## src/rtl/fwd_hazard_unit_pkg.sv

```systemverilog
// Shared constants for the forwarding/hazard unit and the EX-stage operand muxes.
package fwd_hazard_unit_pkg;

  localparam int REG_W_DEF = 5;

  localparam logic [1:0] SEL_ALUSRC_REG = 2'b00;
  localparam logic [1:0] SEL_ALUSRC_IMM = 2'b01;
  localparam logic [1:0] SEL_ALUSRC_EX  = 2'b10;
  localparam logic [1:0] SEL_ALUSRC_WB  = 2'b11;

  localparam logic [31:0] STALL_CNT_MAX = 32'hFFFF_FFFF;

endpackage

```

## src/rtl/fwd_hazard_unit_match.sv

```systemverilog
// fwd_match: does a source operand read the destination of a live-writer slot.
module fwd_match
  import fwd_hazard_unit_pkg::*;
#(
  parameter int REG_W = REG_W_DEF
) (
  input  logic [REG_W-1:0] src,
  input  logic             use_src,
  input  logic             slot_vld,
  input  logic [REG_W-1:0] slot_dest,
  input  logic             slot_we,
  output logic             match
);

  // $0 is hardwired to zero, so a slot writing it is never a producer.
  assign match = use_src && slot_vld && slot_we && (slot_dest != '0) && (src == slot_dest);

endmodule

```

## src/rtl/fwd_hazard_unit.sv

```systemverilog
// Forwarding select generation and load-use stall detection for the ID/EX boundary.
// Build option FWD_FORWARDING_EN: enables EX/WB forwarding; without it every RAW hazard stalls.
module fwd_hazard_unit
  import fwd_hazard_unit_pkg::*;
#(
  parameter int REG_W = REG_W_DEF
) (
  input  logic             clk,
  input  logic             rst,
  input  logic             id_valid,
  input  logic [REG_W-1:0] id_rs,
  input  logic [REG_W-1:0] id_rt,
  input  logic             id_use_rs,
  input  logic             id_use_rt,
  input  logic             id_alusrc_imm,
  input  logic [REG_W-1:0] id_dest,
  input  logic             id_we,
  input  logic             id_is_load,
  input  logic             flush,
  output logic             stall,
  output logic [1:0]       ex_sel_a,
  output logic [1:0]       ex_sel_b,
  output logic [31:0]      stall_cnt
);

  function automatic logic [31:0] sat_inc(input logic [31:0] v);
    return (v == STALL_CNT_MAX) ? v : v + 32'd1;
  endfunction

  logic             vld_p1, we_p1, load_p1;
  logic [REG_W-1:0] dest_p1;
  logic             vld_p2, we_p2;
  logic [REG_W-1:0] dest_p2;

  logic       a_ex, a_mem, b_ex, b_mem;
  logic       use_b_p0;
  logic       load_use_p0, hazard_p0, advance_p0;
  logic [1:0] sel_a_p0, sel_b_p0;
  logic [1:0] sel_a_p1, sel_b_p1;

  // ---- ID stage: match sources against EX (p1) and MEM (p2) slots ----
  assign use_b_p0 = id_use_rt && !id_alusrc_imm;

  fwd_match #(.REG_W(REG_W)) u_match_a_ex (
    .src(id_rs), .use_src(id_use_rs), .slot_vld(vld_p1), .slot_dest(dest_p1),
    .slot_we(we_p1), .match(a_ex)
  );
  fwd_match #(.REG_W(REG_W)) u_match_a_mem (
    .src(id_rs), .use_src(id_use_rs), .slot_vld(vld_p2), .slot_dest(dest_p2),
    .slot_we(we_p2), .match(a_mem)
  );
  fwd_match #(.REG_W(REG_W)) u_match_b_ex (
    .src(id_rt), .use_src(use_b_p0), .slot_vld(vld_p1), .slot_dest(dest_p1),
    .slot_we(we_p1), .match(b_ex)
  );
  fwd_match #(.REG_W(REG_W)) u_match_b_mem (
    .src(id_rt), .use_src(use_b_p0), .slot_vld(vld_p2), .slot_dest(dest_p2),
    .slot_we(we_p2), .match(b_mem)
  );

  assign load_use_p0 = (a_ex || b_ex) && load_p1;

  always_comb begin
    sel_a_p0  = SEL_ALUSRC_REG;
    sel_b_p0  = SEL_ALUSRC_REG;
    hazard_p0 = load_use_p0;
`ifdef FWD_FORWARDING_EN
    // EX slot holds the youngest producer, so it outranks MEM.
    if (a_ex)       sel_a_p0 = SEL_ALUSRC_EX;
    else if (a_mem) sel_a_p0 = SEL_ALUSRC_WB;
    if (id_alusrc_imm) sel_b_p0 = SEL_ALUSRC_IMM;
    else if (b_ex)     sel_b_p0 = SEL_ALUSRC_EX;
    else if (b_mem)    sel_b_p0 = SEL_ALUSRC_WB;
`else
    if (id_alusrc_imm) sel_b_p0 = SEL_ALUSRC_IMM;
    hazard_p0 = load_use_p0 || a_ex || a_mem || b_ex || b_mem;
`endif
  end

  // A redirect kills the ID instruction, so it can never stall.
  assign stall      = id_valid && !flush && hazard_p0;
  assign advance_p0 = !flush && !stall;

  // ---- ID/EX and EX/MEM boundary: control (reset) ----
  always_ff @(posedge clk) begin
    if (rst) begin
      vld_p1    <= 1'b0;
      vld_p2    <= 1'b0;
      sel_a_p1  <= SEL_ALUSRC_REG;
      sel_b_p1  <= SEL_ALUSRC_REG;
      stall_cnt <= '0;
    end else begin
      vld_p2   <= vld_p1;
      vld_p1   <= advance_p0 && id_valid;
      sel_a_p1 <= advance_p0 ? sel_a_p0 : SEL_ALUSRC_REG;
      sel_b_p1 <= advance_p0 ? sel_b_p0 : SEL_ALUSRC_REG;
      if (stall) stall_cnt <= sat_inc(stall_cnt);
    end
  end

  // ---- ID/EX and EX/MEM boundary: slot payload, qualified by vld_pN ----
  always_ff @(posedge clk) begin
    dest_p2 <= dest_p1;
    we_p2   <= we_p1;
    dest_p1 <= id_dest;
    we_p1   <= id_we;
    load_p1 <= id_is_load;
  end

  assign ex_sel_a = sel_a_p1;
  assign ex_sel_b = sel_b_p1;

endmodule

```

## config.mk

```make
export PLATFORM = sky130hd
export DESIGN_NAME = fwd_hazard_unit
export DESIGN_NICKNAME = d
export VERILOG_FILES = /design/src/rtl/fwd_hazard_unit_pkg.sv /design/src/rtl/fwd_hazard_unit_match.sv /design/src/rtl/fwd_hazard_unit.sv
export SDC_FILE = /design/constraint.sdc
export NUM_CORES = 1
export LEC_CHECK = 0
export ABC_AREA = 0
export ABC_CLOCK_PERIOD_IN_PS = 6000
export CAP_MARGIN = 30
export CORE_ASPECT_RATIO = 1.25
export CORE_MARGIN = 1
export CORE_UTILIZATION = 45
export DETAILED_ROUTE_END_ITERATION = 10
export MAX_ROUTING_LAYER = met4
export PLACE_DENSITY_LB_ADDON = 0.08
export SLEW_MARGIN = 20
export SYNTH_ARGS = -nofsm -noshare
export SYNTH_HDL_FRONTEND = slang
export SYNTH_SLANG_ARGS = --single-unit
export TNS_END_PERCENT = 30
```

## constraint.sdc

```tcl
create_clock -name clk -period 6 [get_ports clk]
set_input_delay 1.2 -clock clk [delete_from_list [all_inputs] [get_ports clk]]
set_output_delay 1.2 -clock clk [all_outputs]
set_load 0.05 [all_outputs]
```

# Word level (Yosys, flattened, before mapping)
# Index checks and enable logic that the tools add are counted.
totals:
  reg_bits: 49
  inputBits: 24
  out_inout_bits: 37
  wordCells: 52
classes:
  add_sub_neg: 1
  n_eq_ne: 5
  n_mux: 1
  n_bitwise: 2
  n_reduce_logical: 34
ops:
  columns: ["operator", "count"]
  rows:
  - ["adder 32 x 1 -> 32 bit (second input constant)", 1]
  - ["equality test 32 bit (second input constant)", 1]
  - ["logical AND 1 bit", 22]
  - ["equality test 5 bit", 4]
  - ["nonzero test 5 bit", 2]
  - ["logical OR 1 bit", 5]
  - ["zero test 1 bit", 3]
  - ["inverter 1 bit", 2]
  - ["AND reduction 2 bit", 1]
  - ["OR reduction 2 bit", 1]
  - ["2-to-1 mux 1 bit", 1]

# Logic depth before layout (Yosys ltp)
# Gate-level depths: netlist of run 1.
depth:
  word_depth: 17
  mapped_depth: 8
  depth_no_buf: 7

# Modules after synthesis
# From an unflattened synthesis of run 1, not the netlist that was laid out.
hier_totals:
  cells_unflattened: 262
  area_unflattened_um2: 2316.0
modules_own_cells:
  columns: ["mod", "n_inst", "cells_per_inst", "area_per_inst_um2", "seq_area_each_um2"]
  rows:
  - ["fwd_hazard_unit", 1, 222, 2025.7, 940.9]
  - ["fwd_match", 4, 10, 72.6, 0.0]

# Worst setup path before layout of run 1
# No wires, ideal clock.
synth_path:
  path_kind: "input -> output"
  from: "input port id_rs[4]"
  to: "output port stall"
  arrival_time_ns: 2.425
  t_required_ns: 4.800
  path_slack_ns: 2.375
  cell_stages: 6
  path_buffers: 1
  path_cell_list: "xnor2_1 nand4_1 o22ai_1 a22oi_1 clkbuf_1 inv_1"
synth_between:
  elab_chain_len: 9
  elab_cells_between_ends: 11
  classes_between: "eq/ne: 2; reduce/logical: 9"
synth_rtl:
  columns: ["element", "line_no", "source"]
  rows:
  - ["start, declared", "fwd_hazard_unit.sv:11", "input logic [REG_W-1:0] id_rs,"]
  - ["equality test 5 bit", "fwd_hazard_unit_match.sv:16", "assign match = use_src && slot_vld && slot_we && (slot_dest != '0) && (src == slot_dest);"]
  - ["logical AND 1 bit", "fwd_hazard_unit_match.sv:16", null]
  - ["logical OR 1 bit", "fwd_hazard_unit.sv:61", "assign load_use_p0 = (a_ex || b_ex) && load_p1;"]
  - ["logical AND 1 bit", "fwd_hazard_unit.sv:61", null]
  - ["logical OR 1 bit", "fwd_hazard_unit.sv:76", "hazard_p0 = load_use_p0 || a_ex || a_mem || b_ex || b_mem;"]
  - ["logical OR 1 bit * (3 in series)", "fwd_hazard_unit.sv:76", null]
  - ["logical AND 1 bit *", "fwd_hazard_unit.sv:81", "assign stall = id_valid && !flush && hazard_p0;"]
  - ["end, declared", "fwd_hazard_unit.sv:20", "output logic stall,"]
# Every way passes the cells marked *; elsewhere a longest branch is shown, timed or not.

# Worst setup path after layout of run 1
layout_path:
  from: "input port id_rs[0]"
  to: "output port stall"
# Same word-level chain as after synthesis.

==> reports/results.ini, run 1 <==
[pwr]
p_leak_nw=0.921
powerDensity_mw_per_mm2=203
ir_drop_v=0.000160

[timing]
max_freq_mhz=224
post-route-period-util_pct=74.5
setup_viol=0
slew_viol_final=0
period_needed_ps=4470
layout_setup_ws_ps=1530
fin_tns_setup_ps=0
max_slew_margin_pct=54.6
rsz0062_at_grt=no
timing_hold_violations_final=0
tightest_slew_ps=678
finClkSkew_ps=6.50

[final_layout]
area_delta_synth_final_pct=30.5
nets=341
layoutNonFillerInstCount=377
final-seq-area_um2=941
multi_input_area_mm2=0.00125
drive_gt1_share_pct=7.57
n_fill_cell=450
n_antenna_cell=0

[logic_synthesis]
netlist_area_mm2=0.00228
synth_cell_types=36
ys_ff_latch=47
syn_area_per_cell_um2=8.59
ys_warn_count=0
netlist_instances=265
ys_seq_area_share_pct=41.3

[setup_path]
cp-start-kind=input pin
end_kind=output pin
cp_max_fo=3
cp.required_ps=4800
critPathArrivalTime_ps=3270
crit_type=input pin to output pin
r2r.worst_path.cells=7

[floorplan]
start_util_pct=47.4
fp.dieW_um=65.6
std_cell_rows=28
die_y_um=81.5
core_area_mm2=0.00480
die_area_mm2=0.00535
io_pins=61

[clock_network]
cts_resized=0
cts_buffer_depth=2
cts_tree=yes
numCtsBuffers=5
clock_latency_ps=300
cts_setup_buffers=0
cts_max_level=2
cts.clk_slew.worst_paths_ps=90
clockRootBuffer=clkbuf_8
holdBufCountCts=0
cts_sinks=47

[placed_design]
post-place-ws_ps=1510
hpwlAfterDp_um=3670
io_buffer_count=56
dp_cells=369
gp_congestion=0.772

[global_routing]
grt_pass1_vias=1993
grt_overflow=0
grt_use_total_pct=21.5
grt_start_max_net_pins=64
grt_antenna_before_repair=0
grt_pass1_wl_um=8760

[detailed_routing]
routed_wl_um=5320
dr.pass1.iters=4
via_count=2106
wl_per_cell_um=14.1
detail-route-antenna-nets=0
dr.first_iter.drc_count=75
drc=0
via_per_inst=5.59

[status]
status=complete, no violations

[worst_hold_path]
hold_path_class=flop to flop
hold_depth=0

[run]
drv_cap=0

## critical path: stages
cell and delay (ps):
clkdlybuf4s50_1 520, xnor2_1 160, nand4_1 130, o22ai_1 220, a22oi_2 110, inv_1 110
clkdlybuf4s50_1 810
## final cells by class
class                   count  area share (%)
well taps                  60            2.53
flip-flops and latches     47            31.7
clock buffers               6            2.78
clock inverters             2            1.18
repair buffers             58            19.4
inverters                   2           0.253
multi-input cells         202            42.2
## worst paths after layout
check / end / slack, ps / startpoint
worst max-delay path: stall / 1530 / id_rs[0]
worst min-delay path: we_p2$_DFF_P_ / 360 / we_p1$_DFF_P_
worst max register to register: stall_cnt[20]$_SDFFE_PP0P_ / 3440 / stall_cnt[0]$_SDFFE_PP0P_
worst min register to register: we_p2$_DFF_P_ / 360 / we_p1$_DFF_P_
## layer usage
layer  vias up  track usage [%]  part of all wire (%)
li1       1072                -                     -
met1       983             24.7                    44
met2        45             37.6                    50
met3         6             4.03                   4.8
met4         0             6.96                   1.2
met5         -                -                     0
## cell families after synthesis
logic type / after synthesis / synth area share, %
AO/OA/AOI/OAI: 67 / 15.7
XOR/XNOR: 20 / 7.70
adder cells (fa/ha/maj): 1 / 0.550
buffers and inverters: 18 / 4.12
flip-flops: 47 / 41.3
multiplexers: 1 / 0.495
other: 1 / 0.165
AND/OR/NAND/NOR: 110 / 29.9
## synth_stat cells, drive strengths merged
master / count / area [um2]
nor2: 6 / 22.5
a21oi: 32 / 160
nand3: 16 / 80.1
o22ai: 2 / 12.5
nand2: 13 / 48.8
a22oi: 1 / 7.51
nor3b: 1 / 7.51
o31ai: 4 / 30.0
mux2: 1 / 11.3
or3: 28 / 179
nand4: 17 / 113
or4: 5 / 38.8
clkbuf: 11 / 41.3
nor3: 3 / 20.0
nand3b: 1 / 7.51
dfxtp: 47 / 941
and3: 5 / 31.3
inv: 2 / 7.51
conb: 1 / 3.75
o21ai: 27 / 135
a31oi: 1 / 12.5
nor4b: 2 / 17.5
and2: 1 / 6.26
nor2b: 5 / 31.3
buf: 5 / 45.0
xnor2: 20 / 175
or4b: 2 / 23.8
ha: 1 / 12.5
and4: 5 / 53.8
## metrics by stage
step / utilization [%] / total power [W] / area, um2 / hold WS [ps]
4_1_cts: 61.9 / 0.000612 / 2970 / 363
2_1_floorplan: - / 0.000353 / 2280 / 332
6_report: 61.9 / 0.000604 / 2970 / 360
5_1_grt: 61.9 / 0.000628 / 2970 / 366
3_3_place_gp: 59.4 / 0.000373 / 2850 / 352
3_5_place_dp: 59.4 / 0.000373 / 2850 / 350
## cells in the final DEF (no fill, tap or decap)
master	instances
nand4_2	1
nor3b_1	1
nor2b_1	5
nor4b_1	2
a31oi_2	1
or4b_1	1
nor3_1	2
dfxtp_1	47
or4_1	4
nand3_1	16
nand4_1	16
or4_2	1
o31ai_1	4
and3_1	5
or3_1	25
nand2_1	13
o21ai_0	27
ha_1	1
mux2_2	1
inv_1	2
nand3b_1	1
and2_1	1
clkinv_2	1
a22oi_2	1
clkdlybuf4s50_1	56
bufinv_16	1
or4b_4	1
or3_2	3
buf_4	2
clkbuf_8	6
a21oi_1	32
nor2_1	6
nor3_2	1
and4_1	1
conb_1	3
and4_4	4
xnor2_1	20
o22ai_1	2
## flip-flops by register name (all words and copies together) (netlist names)
name / count
ex_sel_b: 1
dest_p2: 5
we_p1: 1
stall_cnt: 32
dest_p1: 5
we_p2: 1
vld_p2: 1
vld_p1: 1
## where the power goes
group	leakage, nW	switching (W)	internal [W]	total [W]
combinational	0.477	0.0000200	0.0000243	0.0000443
sequential	0.383	0.00000481	0.000317	0.000321
clock	0.0612	0.000104	0.000135	0.000238
Power figures use the tool's default switching activity.
==> run 2: changes to the inputs <==
ABC_CLOCK_PERIOD_IN_PS = 4000   (was 6000)
CORE_UTILIZATION = 43   (was 45)
clock period = 4 ns   (was 6 ns; I/O delays follow)
==> reports/results.ini, run 2 (same netlist as run 1, synthesis figures left out) <==
[final_layout]
n_antenna_cell=0  ; unchanged
area_delta_synth_final_pct=30.8  ; was 30.5%
n_fill_cell=490  ; was 450
final_util_pct=58.6  ; was 61.9%
reg_top3=stall_cnt: 32 flops, dest_p1: 5 flops, dest_p2: 5 flops  ; unchanged
design_area_mm2=0.00298  ; was 0.00297 mm2
final_common_cell=clkdlybuf4s50_1  ; unchanged
largest_reg_flops=32  ; unchanged
nets=342  ; was 341
final_cell_mix=clkdlybuf4s50_1 (55), dfxtp_1 (47), a21oi_1 (32), o21ai_0 (27), or3_1 (25)  ; was clkdlybuf4s50_1 (56), dfxtp_1 (47), a21oi_1 (32), o21ai_0 (27), or3_1 (25)
drive_gt1_share_pct=8.18  ; was 7.57%
regMostFlops=stall_cnt  ; unchanged

[timing]
max_freq_mhz=329
tightest_slew_ps=648  ; was 678 ps
fin_tns_setup_ps=0  ; unchanged
finClkSkew_ps=8.10  ; was 6.50 ps
rsz0062_at_grt=no  ; unchanged
max_slew_margin_pct=56.7  ; was 54.6%
setup_viol=0  ; unchanged
slew_viol_final=0  ; unchanged
period_needed_ps=3040
post-route-period-util_pct=76.0
timing_hold_violations_final=0  ; unchanged
layout_setup_ws_ps=959  ; was 1530 ps

[setup_path]
critPathArrivalTime_ps=2240  ; was 3270 ps
cp_num_buf_inv=3  ; unchanged
end_kind=output pin  ; unchanged
r2r.worst_path.cells=7  ; unchanged
crit_chain=clkdlybuf4s50_1, xnor2_1, nand4_1, o22ai_1, a22oi_2, inv_1, buf_4  ; was clkdlybuf4s50_1, xnor2_1, nand4_1, o22ai_1, a22oi_2, inv_1, clkdlybuf4s50_1
cp-start-kind=input pin  ; unchanged
slowest_delay_ps=450  ; was 810 ps
crit_type=input pin to output pin  ; unchanged
reg2reg_slack_ps=1460  ; was 3440 ps
endpoint=stall  ; unchanged
startpoint=id_rs[3]  ; was id_rs[0]
cp_max_fo=3  ; unchanged
rr_endpoint=stall_cnt[20]$_SDFFE_PP0P_  ; unchanged
cp_num_cells=7  ; unchanged
crit_family=buffers and inverters  ; unchanged
cp.required_ps=3200  ; was 4800 ps
cp_slowest_cell=clkdlybuf4s50_1  ; unchanged
reg2reg_from=stall_cnt[0]$_SDFFE_PP0P_  ; unchanged

[global_routing]
grt_pass1_vias=1928  ; was 1993
grt_use_total_pct=20.8  ; was 21.5%
grt_start_max_net_pins=64  ; unchanged
grt_overflow=0  ; unchanged
grt_antenna_before_repair=0  ; unchanged
grt_pass1_wl_um=8700  ; was 8760 um

[clock_network]
cts_resized=0  ; unchanged
holdBufCountCts=0  ; unchanged
numCtsBuffers=5  ; unchanged
cts_tree=yes  ; unchanged
cts_max_level=2  ; unchanged
clockRootBuffer=clkbuf_8  ; unchanged
cts_buffer_depth=2  ; unchanged
cts_sinks=47  ; unchanged
clock_latency_ps=300  ; about the same
cts.clk_slew.worst_paths_ps=80  ; was 90 ps
cts_setup_buffers=0  ; unchanged

[placed_design]
gp_congestion=0.751  ; was 0.772
hpwlAfterDp_um=3860  ; was 3670 um
io_buffer_count=56  ; unchanged
post_dp_cell_area_mm2=0.00286  ; was 0.00285 mm2
post-place-ws_ps=900  ; was 1510 ps

[pwr]
powerDensity_mw_per_mm2=305  ; was 203 mW/mm2
ir_drop_v=0.000208  ; was 0.000160 V
p_leak_nw=0.928  ; was 0.921 nW
report.power.total_w=0.000907  ; was 0.000604 W

[worst_hold_path]
hold_depth=0  ; unchanged
hold_path_class=flop to flop  ; unchanged
min_from=we_p1$_DFF_P_  ; unchanged

[detailed_routing]
detail-route-antenna-nets=0  ; unchanged
routed_wl_um=5440  ; was 5320 um
wl_per_cell_um=14.3  ; was 14.1 um
dr.pass1.iters=4  ; unchanged
drc=0  ; unchanged
via_per_inst=5.61  ; was 5.59
via_count=2131  ; was 2106
dr.first_iter.drc_count=58  ; was 75

[floorplan]
fp.dieW_um=67.1  ; was 65.6 um
std_cell_rows=29  ; was 28
core_area_mm2=0.00508  ; was 0.00480 mm2
start_util_pct=44.8  ; was 47.4%
io_pins=61  ; unchanged
die_area_mm2=0.00559  ; was 0.00535 mm2
die_y_um=83.3  ; was 81.5 um

[status]
status=complete, no violations  ; unchanged

[run]
drv_cap=0  ; unchanged

-- run 2: final cells by class --
type	count	area, um2	area share, %
inverters	2	7.51	0.252
repair buffers	59	581	19.5
multi-input cells	202	1250	42.1
well taps	62	77.6	2.61
flip-flops and latches	47	941	31.6
clock inverters	2	35.0	1.18
clock buffers	6	82.6	2.77
-- run 2: per-layer routing --
layer  vias to the layer above  GRT usage, %  routed length [um]
li1                       1075             -                   -
met1                       994          23.3                2320
met2                        54          34.6                2710
met3                         8          4.95                 305
met4                         0          7.93                  93
met5                         -             -                   0
-- run 2: metrics by stage --
stage          std cells  hold WS (ps)
5_1_grt              380           364
2_1_floorplan        267           332
6_report             380           361
3_5_place_dp         372           346
4_1_cts              380           361
3_3_place_gp         372           347
-- run 2: power by group --
part	internal (W)	switching, W	total [W]
clock network	0.000202	0.000154	0.000357
logic	0.0000371	0.0000304	0.0000675
registers	0.000475	0.00000759	0.000483
-- run 2: worst min-delay path by stage --
stage | end
final | we_p2$_DFF_P_
after global routing | we_p2$_DFF_P_
after CTS | we_p2$_DFF_P_
after detailed placement | we_p2$_DFF_P_
after global placement | we_p2$_DFF_P_
after floorplan | we_p2$_DFF_P_
==> run 3: changes to the inputs <==
ABC_CLOCK_PERIOD_IN_PS = 3000   (was 4000)
CORE_UTILIZATION = 45   (was 43)
clock period = 3 ns   (was 4 ns; I/O delays follow)
==> reports/results.ini, run 3 (same netlist as run 1, synthesis figures left out) <==
[detailed_routing]
via_per_inst=5.64  ; was 5.61
drc=0  ; unchanged
wl_per_cell_um=13.9  ; was 14.3 um
dr.pass1.iters=4  ; unchanged
dr.first_iter.drc_count=61  ; was 58
routed_wl_um=5310  ; was 5440 um
via_count=2154  ; was 2131
detail-route-antenna-nets=0  ; unchanged

[floorplan]
std_cell_rows=28  ; was 29
start_util_pct=47.4  ; was 44.8%
die_y_um=81.5  ; was 83.3 um
fp.dieW_um=65.6  ; was 67.1 um
io_pins=61  ; unchanged
die_area_mm2=0.00535  ; was 0.00559 mm2
core_area_mm2=0.00480  ; was 0.00508 mm2

[final_layout]
final_cell_mix=clkdlybuf4s50_1 (55), dfxtp_1 (47), a21oi_1 (32), o21ai_0 (27), or3_1 (25)  ; unchanged
reg_top3=stall_cnt: 32 flops, dest_p1: 5 flops, dest_p2: 5 flops  ; unchanged
final_common_cell=clkdlybuf4s50_1  ; unchanged
design_area_mm2=0.00297  ; was 0.00298 mm2
largest_reg_flops=32  ; unchanged
drive_gt1_share_pct=9.01  ; was 8.18%
nets=346  ; was 342
n_antenna_cell=0  ; unchanged
layoutNonFillerInstCount=382  ; was 380
regMostFlops=stall_cnt  ; unchanged
area_delta_synth_final_pct=30.6  ; was 30.8%

[worst_hold_path]
hold_path_class=flop to flop  ; unchanged

[placed_design]
hpwlAfterDp_um=3880  ; was 3860 um
gp_congestion=0.779  ; was 0.751
dp_cells=373  ; was 372
io_buffer_count=56  ; unchanged
post-place-ws_ps=-70.1  ; was 900 ps
post_dp_cell_area_mm2=0.00288  ; was 0.00286 mm2

[global_routing]
grt_use_total_pct=21.1  ; was 20.8%
grt_overflow=0  ; unchanged
grt_pass1_vias=1907  ; was 1928
grt_antenna_before_repair=0  ; unchanged
grt_start_max_net_pins=21  ; was 64
grt_pass1_wl_um=8560  ; was 8700 um

[pwr]
intPower_w=0.000846  ; was 0.000714 W
p_leak_nw=0.925  ; was 0.928 nW
powerDensity_mw_per_mm2=369  ; was 305 mW/mm2
switching_share_pct=23.0  ; was 21.2%
clockPowerShare_pct=33.3  ; was 39.3%
power_frac_seq_pct=58.5  ; was 53.2%
ir_drop_v=0.000235  ; was 0.000208 V
p_comb_share_pct=8.1  ; was 7.4%
switchingPower_w=0.000252  ; was 0.000193 W

[timing]
finClkSkew_ps=6.93  ; was 8.10 ps
layout_setup_ws_ps=388  ; was 959 ps
post-route-period-util_pct=87.1
setup_viol=0  ; unchanged
max_freq_mhz=383
rsz0062_at_grt=no  ; unchanged
timing_hold_violations_final=0  ; unchanged
period_needed_ps=2610
tightest_slew_ps=647  ; was 648 ps
timing.hold.ws_ps=370  ; was 361 ps
max_slew_margin_pct=56.6  ; was 56.7%
slew_viol_final=0  ; unchanged

[clock_network]
cts_buffer_depth=2  ; unchanged
clock_latency_ps=300  ; about the same
cts_max_level=2  ; unchanged
cts_sinks=47  ; unchanged
cts.clk_slew.worst_paths_ps=80  ; about the same
numCtsBuffers=5  ; unchanged
cts_tree=yes  ; unchanged
clockRootBuffer=clkbuf_8  ; unchanged

[setup_path]
end_kind=output pin  ; unchanged
cp.required_ps=2400  ; was 3200 ps
cp-start-kind=input pin  ; unchanged
cp_max_fo=3  ; unchanged
critPathArrivalTime_ps=2010  ; was 2240 ps
crit_type=input pin to output pin  ; unchanged

[run]
drv_cap=0  ; unchanged

[status]
status=complete, no violations  ; unchanged

[run 3: cell count changes in the layout (fill, tap and decap cells not counted), sizes merged]
cell      delta
buf          +4
bufinv       -1
clkinvlp     +1
[run 3: repair_timing]
| action | 4_1_cts | 5_1_grt |
|---|---|---|
| buffers inserted | 1 | 0 |
| resized for setup | 0 | 0 |
| setup endpoints to repair | 1 | 0 |
| hold buffers | 0 | 0 |
[run 3: routing by layer]
metal  vias to the layer above  share of wire, %  GRT usage [%]
met5                         -                 0              -
met4                         0               1.0           5.87
met3                         5               4.8           3.75
met2                        53                50           36.4
met1                      1003                44           25.2
li1                       1093                 -              -
[run 3: per-stage QoR]
step / setup TNS, ps / power (W) / utilization (%)
4_1_cts: 0 / 0.00111 / 61.9
5_1_grt: 0 / 0.00114 / 61.9
3_5_place_dp: -70.1 / 0.000747 / 60.0
3_3_place_gp: -73.9 / 0.000747 / 60.0
6_report: 0 / 0.00110 / 61.9
2_1_floorplan: 0 / 0.000706 / -
[run 3: layout make-up]
type | count | area (um2)
Clock inverter | 2 | 12.5
Inverter | 2 | 7.51
Sequential cell | 47 | 941
Fill cell | 443 | 1830
Clock buffer | 6 | 72.6
Tap cell | 60 | 75.1
Multi-Input combinational cell | 202 | 1250
Timing Repair Buffer | 63 | 611
[run 3: final timing paths]
kind / from / endpoint / slack [ps] / cells past startpoint
worst max-delay path: id_rs[1] / stall / 390 / 7
worst min-delay path: we_p1$_DFF_P_ / we_p2$_DFF_P_ / 370 / 0
worst max register to register: stall_cnt[0]$_SDFFE_PP0P_ / stall_cnt[30]$_SDFFE_PP0P_ / 540 / 6
worst min register to register: we_p1$_DFF_P_ / we_p2$_DFF_P_ / 370 / 0
[run 3: critical path: stages]
cell and delay [ps]:
clkdlybuf4s50_1 520, xnor2_1 140, nand4_1 120, o22ai_1 230
a22oi_2 90, inv_1 110, buf_4 210
[run 3: power by group through the flow]
stage          clock (W)  sequential [W]  combinational, W
2_1_floorplan          0        0.000658         0.0000483
3_3_place_gp           0        0.000658         0.0000892
3_5_place_dp           0        0.000658         0.0000895
4_1_cts         0.000378        0.000643         0.0000902
5_1_grt         0.000403        0.000645         0.0000948
6_report        0.000366        0.000643         0.0000893
